--- src/rtl/sobel_frame_sequencer_if.sv ---
// Memory request bus and window/magnitude exchange between the Sobel frame
// sequencer and its environment (pixel memory plus gradient datapath).
interface sobel_frame_sequencer_if #(
    parameter int ADDR_W = 16
) ();
    logic              start;
    logic              mem_busy;
    logic [7:0]        mem_rdata;
    logic [7:0]        g;
    logic [ADDR_W-1:0] mem_addr;
    logic              mem_ren;
    logic              mem_wen;
    logic [7:0]        mem_wdata;
    logic [71:0]       window;
    logic              win_valid;
    logic              busy;
    logic              done;

    modport master (
        input  start, mem_busy, mem_rdata, g,
        output mem_addr, mem_ren, mem_wen, mem_wdata, window, win_valid, busy, done
    );

    modport slave (
        output start, mem_busy, mem_rdata, g,
        input  mem_addr, mem_ren, mem_wen, mem_wdata, window, win_valid, busy, done
    );
endinterface

--- src/rtl/sobel_frame_sequencer.sv ---
// Walks a 3x3 window over the input image, fetching nine taps per output
// position, and writes the saturated gradient magnitude to the output region.
module sobel_frame_sequencer #(
    parameter int IMG_W    = 16,
    parameter int IMG_H    = 16,
    parameter int ADDR_W   = 16,
    parameter int IN_BASE  = 0,
    parameter int OUT_BASE = 16'h8000
) (
    input  logic                     clk,
    input  logic                     n_rst,
    sobel_frame_sequencer_if.master  bus
);
    localparam int DATA_W = 8;
    localparam int CW     = $clog2(IMG_W);
    localparam int RW     = $clog2(IMG_H);
    localparam logic [CW-1:0] LAST_COL = CW'(IMG_W - 3);
    localparam logic [RW-1:0] LAST_ROW = RW'(IMG_H - 3);

    typedef enum logic [2:0] {IDLE, READ, WAIT, CALC, WRITE, DONE} state_t;

    state_t                        state, state_n;
    logic [RW-1:0]                 row, row_n;
    logic [CW-1:0]                 col, col_n;
    logic [3:0]                    tap, tap_n;
    logic                          cap_vld;
    logic [3:0]                    cap_tap;
    logic [8:0][DATA_W-1:0]        win;
    logic [DATA_W-1:0]             wdata;
    logic                          ren, wen;
    logic [ADDR_W-1:0]             addr, rd_addr, wr_addr;
    logic [3:0]                    pos;
    logic                          rd_acc;

    // Tap index -> {row offset, column offset} within the 3x3 window.
    function automatic logic [3:0] tap_pos(input logic [3:0] t);
        case (t)
            4'd0: tap_pos = {2'd0, 2'd0};
            4'd1: tap_pos = {2'd0, 2'd1};
            4'd2: tap_pos = {2'd0, 2'd2};
            4'd3: tap_pos = {2'd1, 2'd0};
            4'd4: tap_pos = {2'd1, 2'd1};
            4'd5: tap_pos = {2'd1, 2'd2};
            4'd6: tap_pos = {2'd2, 2'd0};
            4'd7: tap_pos = {2'd2, 2'd1};
            4'd8: tap_pos = {2'd2, 2'd2};
            default: tap_pos = 4'd0;
        endcase
    endfunction

    assign pos     = tap_pos(tap);
    assign rd_addr = ADDR_W'(IN_BASE) + (ADDR_W'(row) + ADDR_W'(pos[3:2])) * ADDR_W'(IMG_W)
                   + ADDR_W'(col) + ADDR_W'(pos[1:0]);
    assign wr_addr = ADDR_W'(OUT_BASE) + ADDR_W'(row) * ADDR_W'(IMG_W - 2) + ADDR_W'(col);
    assign rd_acc  = (state == READ) && !bus.mem_busy;

    always_comb begin
        state_n = state;
        row_n   = row;
        col_n   = col;
        tap_n   = tap;
        ren     = 1'b0;
        wen     = 1'b0;
        addr    = '0;
        case (state)
            IDLE: begin
                if (bus.start) begin
                    state_n = READ;
                    row_n   = '0;
                    col_n   = '0;
                    tap_n   = '0;
                end
            end
            READ: begin
                ren  = 1'b1;
                addr = rd_addr;
                if (!bus.mem_busy) begin
                    if (tap == 4'd8) begin
                        tap_n   = '0;
                        state_n = WAIT;
                    end else begin
                        tap_n = tap + 4'd1;
                    end
                end
            end
            WAIT: state_n = CALC;
            CALC: state_n = WRITE;
            WRITE: begin
                wen  = 1'b1;
                addr = wr_addr;
                if (!bus.mem_busy) begin
                    if (row == LAST_ROW && col == LAST_COL) begin
                        state_n = DONE;
                    end else begin
                        state_n = READ;
                        tap_n   = '0;
                        if (col == LAST_COL) begin
                            col_n = '0;
                            row_n = row + 1'b1;
                        end else begin
                            col_n = col + 1'b1;
                        end
                    end
                end
            end
            DONE: state_n = IDLE;
            default: state_n = IDLE;
        endcase
    end

    // Read data lands one edge after its request was accepted, so the tap
    // index travels alongside in cap_tap.
    always_ff @(posedge clk) begin
        if (!n_rst) begin
            state   <= IDLE;
            row     <= '0;
            col     <= '0;
            tap     <= '0;
            cap_vld <= 1'b0;
            cap_tap <= '0;
            win     <= '0;
            wdata   <= '0;
        end else begin
            state   <= state_n;
            row     <= row_n;
            col     <= col_n;
            tap     <= tap_n;
            cap_vld <= rd_acc;
            cap_tap <= tap;
            if (cap_vld) win[cap_tap] <= bus.mem_rdata;
            if (state == CALC) wdata <= bus.g;
        end
    end

    assign bus.mem_addr  = addr;
    assign bus.mem_ren   = ren;
    assign bus.mem_wen   = wen;
    assign bus.mem_wdata = wdata;
    assign bus.window    = win;
    assign bus.win_valid = (state == CALC);
    assign bus.busy      = (state != IDLE);
    assign bus.done      = (state == DONE);
endmodule

--- src/flat_wrapper.sv ---
// flat-port wrapper written by rule: the top's interface ports become plain ports
module sobel_frame_sequencer_flat 
#(
    parameter int IMG_W    = 16,
    parameter int IMG_H    = 16,
    parameter int ADDR_W   = 16,
    parameter int IN_BASE  = 0,
    parameter int OUT_BASE = 16'h8000
)
  (clk, n_rst, bus_start, bus_mem_busy, bus_mem_rdata, bus_g, bus_mem_addr, bus_mem_ren, bus_mem_wen, bus_mem_wdata, bus_window, bus_win_valid, bus_busy, bus_done);
  sobel_frame_sequencer_if #(.ADDR_W(ADDR_W)) bus_i ();
  input  logic clk;
  input  logic n_rst;
  input wire logic [$bits(bus_i.start)-1:0] bus_start;
  input wire logic [$bits(bus_i.mem_busy)-1:0] bus_mem_busy;
  input wire logic [$bits(bus_i.mem_rdata)-1:0] bus_mem_rdata;
  input wire logic [$bits(bus_i.g)-1:0] bus_g;
  output wire logic [$bits(bus_i.mem_addr)-1:0] bus_mem_addr;
  output wire logic [$bits(bus_i.mem_ren)-1:0] bus_mem_ren;
  output wire logic [$bits(bus_i.mem_wen)-1:0] bus_mem_wen;
  output wire logic [$bits(bus_i.mem_wdata)-1:0] bus_mem_wdata;
  output wire logic [$bits(bus_i.window)-1:0] bus_window;
  output wire logic [$bits(bus_i.win_valid)-1:0] bus_win_valid;
  output wire logic [$bits(bus_i.busy)-1:0] bus_busy;
  output wire logic [$bits(bus_i.done)-1:0] bus_done;
  assign bus_i.start = bus_start;
  assign bus_i.mem_busy = bus_mem_busy;
  assign bus_i.mem_rdata = bus_mem_rdata;
  assign bus_i.g = bus_g;
  assign bus_mem_addr = bus_i.mem_addr;
  assign bus_mem_ren = bus_i.mem_ren;
  assign bus_mem_wen = bus_i.mem_wen;
  assign bus_mem_wdata = bus_i.mem_wdata;
  assign bus_window = bus_i.window;
  assign bus_win_valid = bus_i.win_valid;
  assign bus_busy = bus_i.busy;
  assign bus_done = bus_i.done;
  sobel_frame_sequencer #(.IMG_W(IMG_W), .IMG_H(IMG_H), .ADDR_W(ADDR_W), .IN_BASE(IN_BASE), .OUT_BASE(OUT_BASE)) u_core (.clk(clk), .n_rst(n_rst), .bus(bus_i));
endmodule
--- config.mk ---
export PLATFORM = sky130hd
export DESIGN_NAME = sobel_frame_sequencer_flat
export DESIGN_NICKNAME = d
export VERILOG_FILES = /design/src/rtl/sobel_frame_sequencer_if.sv /design/src/rtl/sobel_frame_sequencer.sv /design/src/flat_wrapper.sv
export SDC_FILE = /design/constraint.sdc
export NUM_CORES = 1
export LEC_CHECK = 0
export ABC_AREA = 1
export CORE_ASPECT_RATIO = 1.75
export CORE_UTILIZATION = 35
export DETAILED_ROUTE_END_ITERATION = 16
export GPL_TIMING_DRIVEN = 1
export PLACE_DENSITY_LB_ADDON = 0.25
export SYNTH_ARGS = -nofsm -noshare
export SYNTH_HDL_FRONTEND = slang
export SYNTH_SLANG_ARGS = --single-unit
export TNS_END_PERCENT = 5
--- constraint.sdc ---
create_clock -name clk -period 9.08 [get_ports clk]
set_input_delay 2.27 -clock clk [delete_from_list [all_inputs] [get_ports clk]]
set_output_delay 2.27 -clock clk [all_outputs]
set_load 0.02 [all_outputs]
# Yosys cells after proc, flatten, opt, wreduce, memory -nomap -nowiden
# Memories as Yosys holds them, arrays and structs flattened. A register that Yosys moved wholly into a read port is not among the register bits.
# Index checks and enable logic that the tools add are counted.
totals:
  regBits: 100
  romBits: 64
  inputBits: 20
  out_inout_bits: 101
  memories: 1
mem_list:
  columns: ["memory", "depth", "word_bits", "read_ports", "rd_ports_with_merged_regs", "write_ports", "line_no", "rtl"]
  rows:
  - ["(name not given)", 16, 4, 1, 1, 0, "sobel_frame_sequencer.sv:37", "case (t)"]
op_classes:
  add_sub_neg: 8
  multipliers: 1
  magnitude_cmp: 2
  eq_ne: 14
  mux: 28
  n_reduce_logical: 12
op_table:
  columns: ["cell", "count"]
  rows:
  - ["$bwmux W72", 1]
  - ["$mux W4", 13]
  - ["$add A16 B4 Y16", 2]
  - ["$demux W8 S4", 1]
  - ["$pmux W16 S2", 1]
  - ["$add A16 B2 Y16", 1]
  - ["$add A16 B8 Y16 const A", 1]
  - ["$pmux W4 S2", 2]
  - ["$mux W3", 5]
  - ["$pmux W3 S5", 1]
  - ["$add A4 B1 Y4 const B", 3]
  - ["$eq A4 B4 Y1 const B", 3]
  - ["$pmux W4 S3", 1]
  - ["$ne A2 B2 Y1 const B", 5]
  - ["$reduce_and A5 Y1", 2]
  - ["$mux W8", 1]
  - ["$reduce_and A4 Y1", 2]
  - ["$mul A4 B3 Y7 const B", 1]
  - ["$eq A3 B2 Y1 const B", 2]
  - ["$eq A3 B3 Y1 const B", 2]
  - ["$reduce_bool A3 Y1", 2]
  - ["$add A4 B2 Y5", 1]
  - ["$lt A4 B5 Y1 const B", 1]
  - ["$ge A4 B1 Y1 const B", 1]
  - ["other kinds (7)", 10]

# Depth between registers and ports, before layout
depth:
  word_depth: 7
  ltp_mapped: 15
  depth_no_buf: 15

# Worst setup path before layout
# No wires, ideal clock.
synth_path:
  path_kind: "reg-to-output"
  start: "register u_core.row[1]"
  end: "output port bus_mem_addr[5]"
  t_arrival_ns: 2.539
  t_required_ns: 6.810
  setup_slack_ns: 4.271
  path_stages_with_launch: 9
  path_buffers: 0
  path_cell_list: "dfxtp_1 -> fa_1 -> ha_1 -> ha_1 -> inv_1 -> nor2_1 -> o21ai_0 -> nor2_1 -> o32ai_1"
synth_via:
  elab_chain_cells: 4
synth_rtl:
  columns: ["item", "line_no", "rtl"]
  rows:
  - ["from (decl)", "sobel_frame_sequencer.sv:23", "logic [RW-1:0] row, row_n;"]
  - ["from (signal assigned)", "sobel_frame_sequencer.sv:125", "row <= row_n;"]
  - ["$mul A4 B3 Y7 or $add A4 B2 Y5 (tied branches)", "sobel_frame_sequencer.sv:54, sobel_frame_sequencer.sv:52", null]
  - ["$add A16 B8 Y16 or $add A16 B4 Y16 (tied branches)", "sobel_frame_sequencer.sv:54, sobel_frame_sequencer.sv:53", null]
  - ["$add A16 B4 Y16 or $add A16 B2 Y16 (tied branches)", "sobel_frame_sequencer.sv:54, sobel_frame_sequencer.sv:53", null]
  - ["$pmux W16 S2 (*)", "sobel_frame_sequencer.sv:65", "case (state)"]
  - ["to (decl)", "flat_wrapper.sv:18", "output wire logic [$bits(bus_i.mem_addr)-1:0] bus_mem_addr;"]
# Mark *: on every way between the ends. The rest lies on a longest branch, timed or not.

# Worst setup path in the final report
layout_path:
  start: "register u_core.row[1]"
  end: "output port bus_mem_addr[7]"
# Same word-level chain as after synthesis.

==> summary.md <==
| Metric | Value |
|---|---|
| Status | `completed` |
| Ports | `121` |
| H-tree levels | `3` |
| Slew @ Worst Pin | `0.825 ns` |
| RSZ-0062 raised after global routing | `false` |
| Core box area | `13800 sq um` |
| Startpoint types | `flop` |
| Hold Crit Start | `u_core.bus.window[4]$_SDFFE_PN0P_` |
| Area growth from synthesis to layout | `32.2%` |
| Peak VDD IR | `150 uV` |
| CTS Buffer Depth | `2` |
| Share of the synthesized area in the top cell type | `42.1%` |
| Yosys warnings | `0` |
| Max Freq | `0.175 GHz` |
| Final period utilization | `63.0%` |
| Initial antenna violation count | `0` |
| Gate power share | `30.5%` |
| GP Congestion | `0.865` |
| Via density | `4.80` |
| Clk Latency, worst-skew pair | `0.35 ns` |
| CTS buffer count | `9` |
| Synth Flop Type | `dfxtp_1` |
| Fin cells | `942` |
| IO Port Bufs | `115` |
| DRT Pass-1 Iters | `4` |
| Grt ovf | `0` |
| Synthesized instance count | `654` |
| Clock root buffer | `clkbuf_16` |
| Vias in the first global route | `4462` |
| Core Util, Final | `47.2%` |
| Synthesized flop and latch total | `104` |
| Sequential-to-total area share from yosys stat | `42.1%` |
| Post-DP HPWL | `9970 um` |
| Average cell area after synthesis | `7.56 sq um` |
| Rows | `57` |
| Synthesized area | `4940 sq um` |
| Worst endpoint required time | `6.81 ns` |
| Critical Path AT | `3.45 ns` |
| Largest net degree at the start of global routing | `95` |
| # nets final | `809` |
| CP Class | `flop to output pin` |
| Worst Hold Class | `flop to flop` |
| Hold_buf cts | `0` |
| Crit path time final | `5.72 ns` |
| Power per cell area | `203 nW/um^2` |
| Detailed-route via count | `4518` |
| Setup TNS Final | `0 ns` |
| Async S/R FF share, synth | `0%` |
| Max-slew violation count | `0` |
| Drt initial violations | `156` |
| Dpl cells | `926` |
| Hold Vio Cnt, Final | `0` |
| Switching Share | `37.3%` |
| CTS tree | `yes` |
| Die area | `14600 sq um` |
| Area leader, netlist | `dfxtp_1` |
| Most frequent cells in the layout | `162 x nor2_1, 114 x clkdlybuf4s50_1, 104 x dfxtp_1` |
| Post-CTS setup buffer count | `0` |
| Crit end category | `output pin` |
| P_leak | `2.74 nW` |
| Leading cell type in the layout, fill and taps excluded | `nor2_1` |
| Switching power | `0.000495 W` |
| CP Launch Point | `u_core.row[1]$_SDFFE_PN0P_` |
| Reg2reg start | `u_core.state[2]$_SDFFE_PN0P_` |
| Die Wd | `91.8 um` |
| Setup Skew | `0.0133 ns` |
| Final wirelength | `13300 um` |
| Global Route Usage Sum | `18.7%` |
| Number of max-cap violations | `0` |
| CTS clock-pin slew for the worst setup and hold paths | `0.08 ns` |
| Ant. Diodes | `0` |
| Internal power | `0.000831 W` |
| First-pass GRT wire length | `21900 um` |
| Overall Power | `0.00133 W` |
| Initial Utilization | `35.7%` |
| Post-synth EDFFs | `0` |
| Crit Path Max Fanout | `8` |
| Post-synth cell types | `41` |
| Area contributors post-synth | `dfxtp_1 42%, nor2_1 12%, o21ai_0 9.0%, ha_1 5.6%, inv_1 5.2%` |
| Proportion of layout cells with a drive suffix above 1 | `6.80%` |
| Die Ht | `159 um` |
| Wire per inst | `14.1 um` |
| Routed Antenna Nets | `0` |
| Reg power frac | `39.4%` |
| Post-CTS sizing | `0` |
| Clk sinks | `104` |
| Slew headroom | `45.0%` |
| Clock power frac | `30.1%` |
| Setup violations, final | `0` |
| Drt drc | `0` |
==> state kept, by name, summed over array words and instances, names as in the netlist <==
signal	count
u_core.cap_tap	4
u_core.tap	4
u_core.row	4
u_core.bus.mem_wdata	8
u_core.bus.window	72
u_core.pos	4
u_core.col	4
u_core.cap_vld	1
u_core.state	3
==> per-layer routing <==
| metal | wire (um) | part of all wire [%] | vias to the layer above | global-route usage, % |
|---|---|---|---|---|
| met1 | 5050 | 38 | 2079 | 19.4 |
| met2 | 7300 | 55 | 118 | 35.9 |
| li1 | - | - | 2303 | - |
| met5 | 0 | 0 | - | 0 |
| met4 | 323 | 2.4 | 0 | 7.10 |
| met3 | 647 | 4.9 | 18 | 3.87 |
==> synthesized netlist by cell type (4+ instances only) <==
master / number
o21ai_0: 89
clkbuf_1: 11
a21oi_1: 28
fa_1: 7
nand2_2: 7
nand4_1: 10
inv_1: 69
ha_1: 22
inv_2: 6
nand2_1: 52
nor3_1: 5
xor2_1: 4
nor2_1: 162
buf_1: 8
nand3_1: 18
o21ai_1: 4
nor2_2: 6
dfxtp_1: 104
buf_4: 5
==> power groups by stage <==
stage | Combinational, W | Clock, W | Sequential, W
6_report | 0.000404 | 0.000399 | 0.000523
5_1_grt | 0.000450 | 0.000425 | 0.000529
4_1_cts | 0.000410 | 0.000411 | 0.000524
3_5_place_dp | 0.000408 | 0 | 0.000534
3_3_place_gp | 0.000400 | 0 | 0.000533
2_1_floorplan | 0.000270 | 0 | 0.000538
==> layout make-up <==
| type | instances | area [sq um] |
|---|---|---|
| clock buffers | 9 | 225 |
| clock inverters | 7 | 93.8 |
| fillers | 1429 | 7310 |
| inverters | 77 | 289 |
| multi-input cells | 451 | 2460 |
| flip-flops and latches | 104 | 2080 |
| well taps | 177 | 221 |
| repair buffers | 117 | 1160 |
==> worst paths after layout <==
path	slack [ns]	endpoint	cells after the start
worst max-delay path	3.36	bus_mem_addr[7]	11
worst min-delay path	0.45	u_core.bus.window[4]$_SDFFE_PN0P_	2
worst max register to register	6.60	u_core.pos[0]$_SDFF_PP0_	11
worst min register to register	0.45	u_core.bus.window[4]$_SDFFE_PN0P_	2
==> critical path, cell delays in order, from the launching register on <==
cell and delay (ns):
dfxtp_1 0.58, fa_1 0.50, ha_1 0.22, fa_1 0.41, xnor2_1 0.24, inv_1 0.07, nor2_1 0.20, nand2_1 0.09
nand2_1 0.06, nand3_1 0.06, nand2_1 0.08, clkdlybuf4s50_1 0.59
==> cells by family after synthesis <==
group	after synthesis	synth area share [%]
buffers and inverters	103	8.43
AO/OA/AOI/OAI	136	14.6
flip-flops	104	42.1
AND/OR/NAND/NOR	275	25.2
other	1	0.0759
adder cells (fa/ha/maj)	29	8.41
XOR/XNOR	6	1.06
==> metrics by stage <==
stage               setup WS (ns)  hold WS, ns  instance area, sq um
CTS                          3.34        0.452                  6530
floorplan                    4.27        0.456                  4960
global route                 3.10        0.471                  6530
global placement             3.80        0.433                  6210
detailed placement           3.70        0.440                  6210
finish                       3.36        0.449                  6530
(Power assumes the default switching activity.)
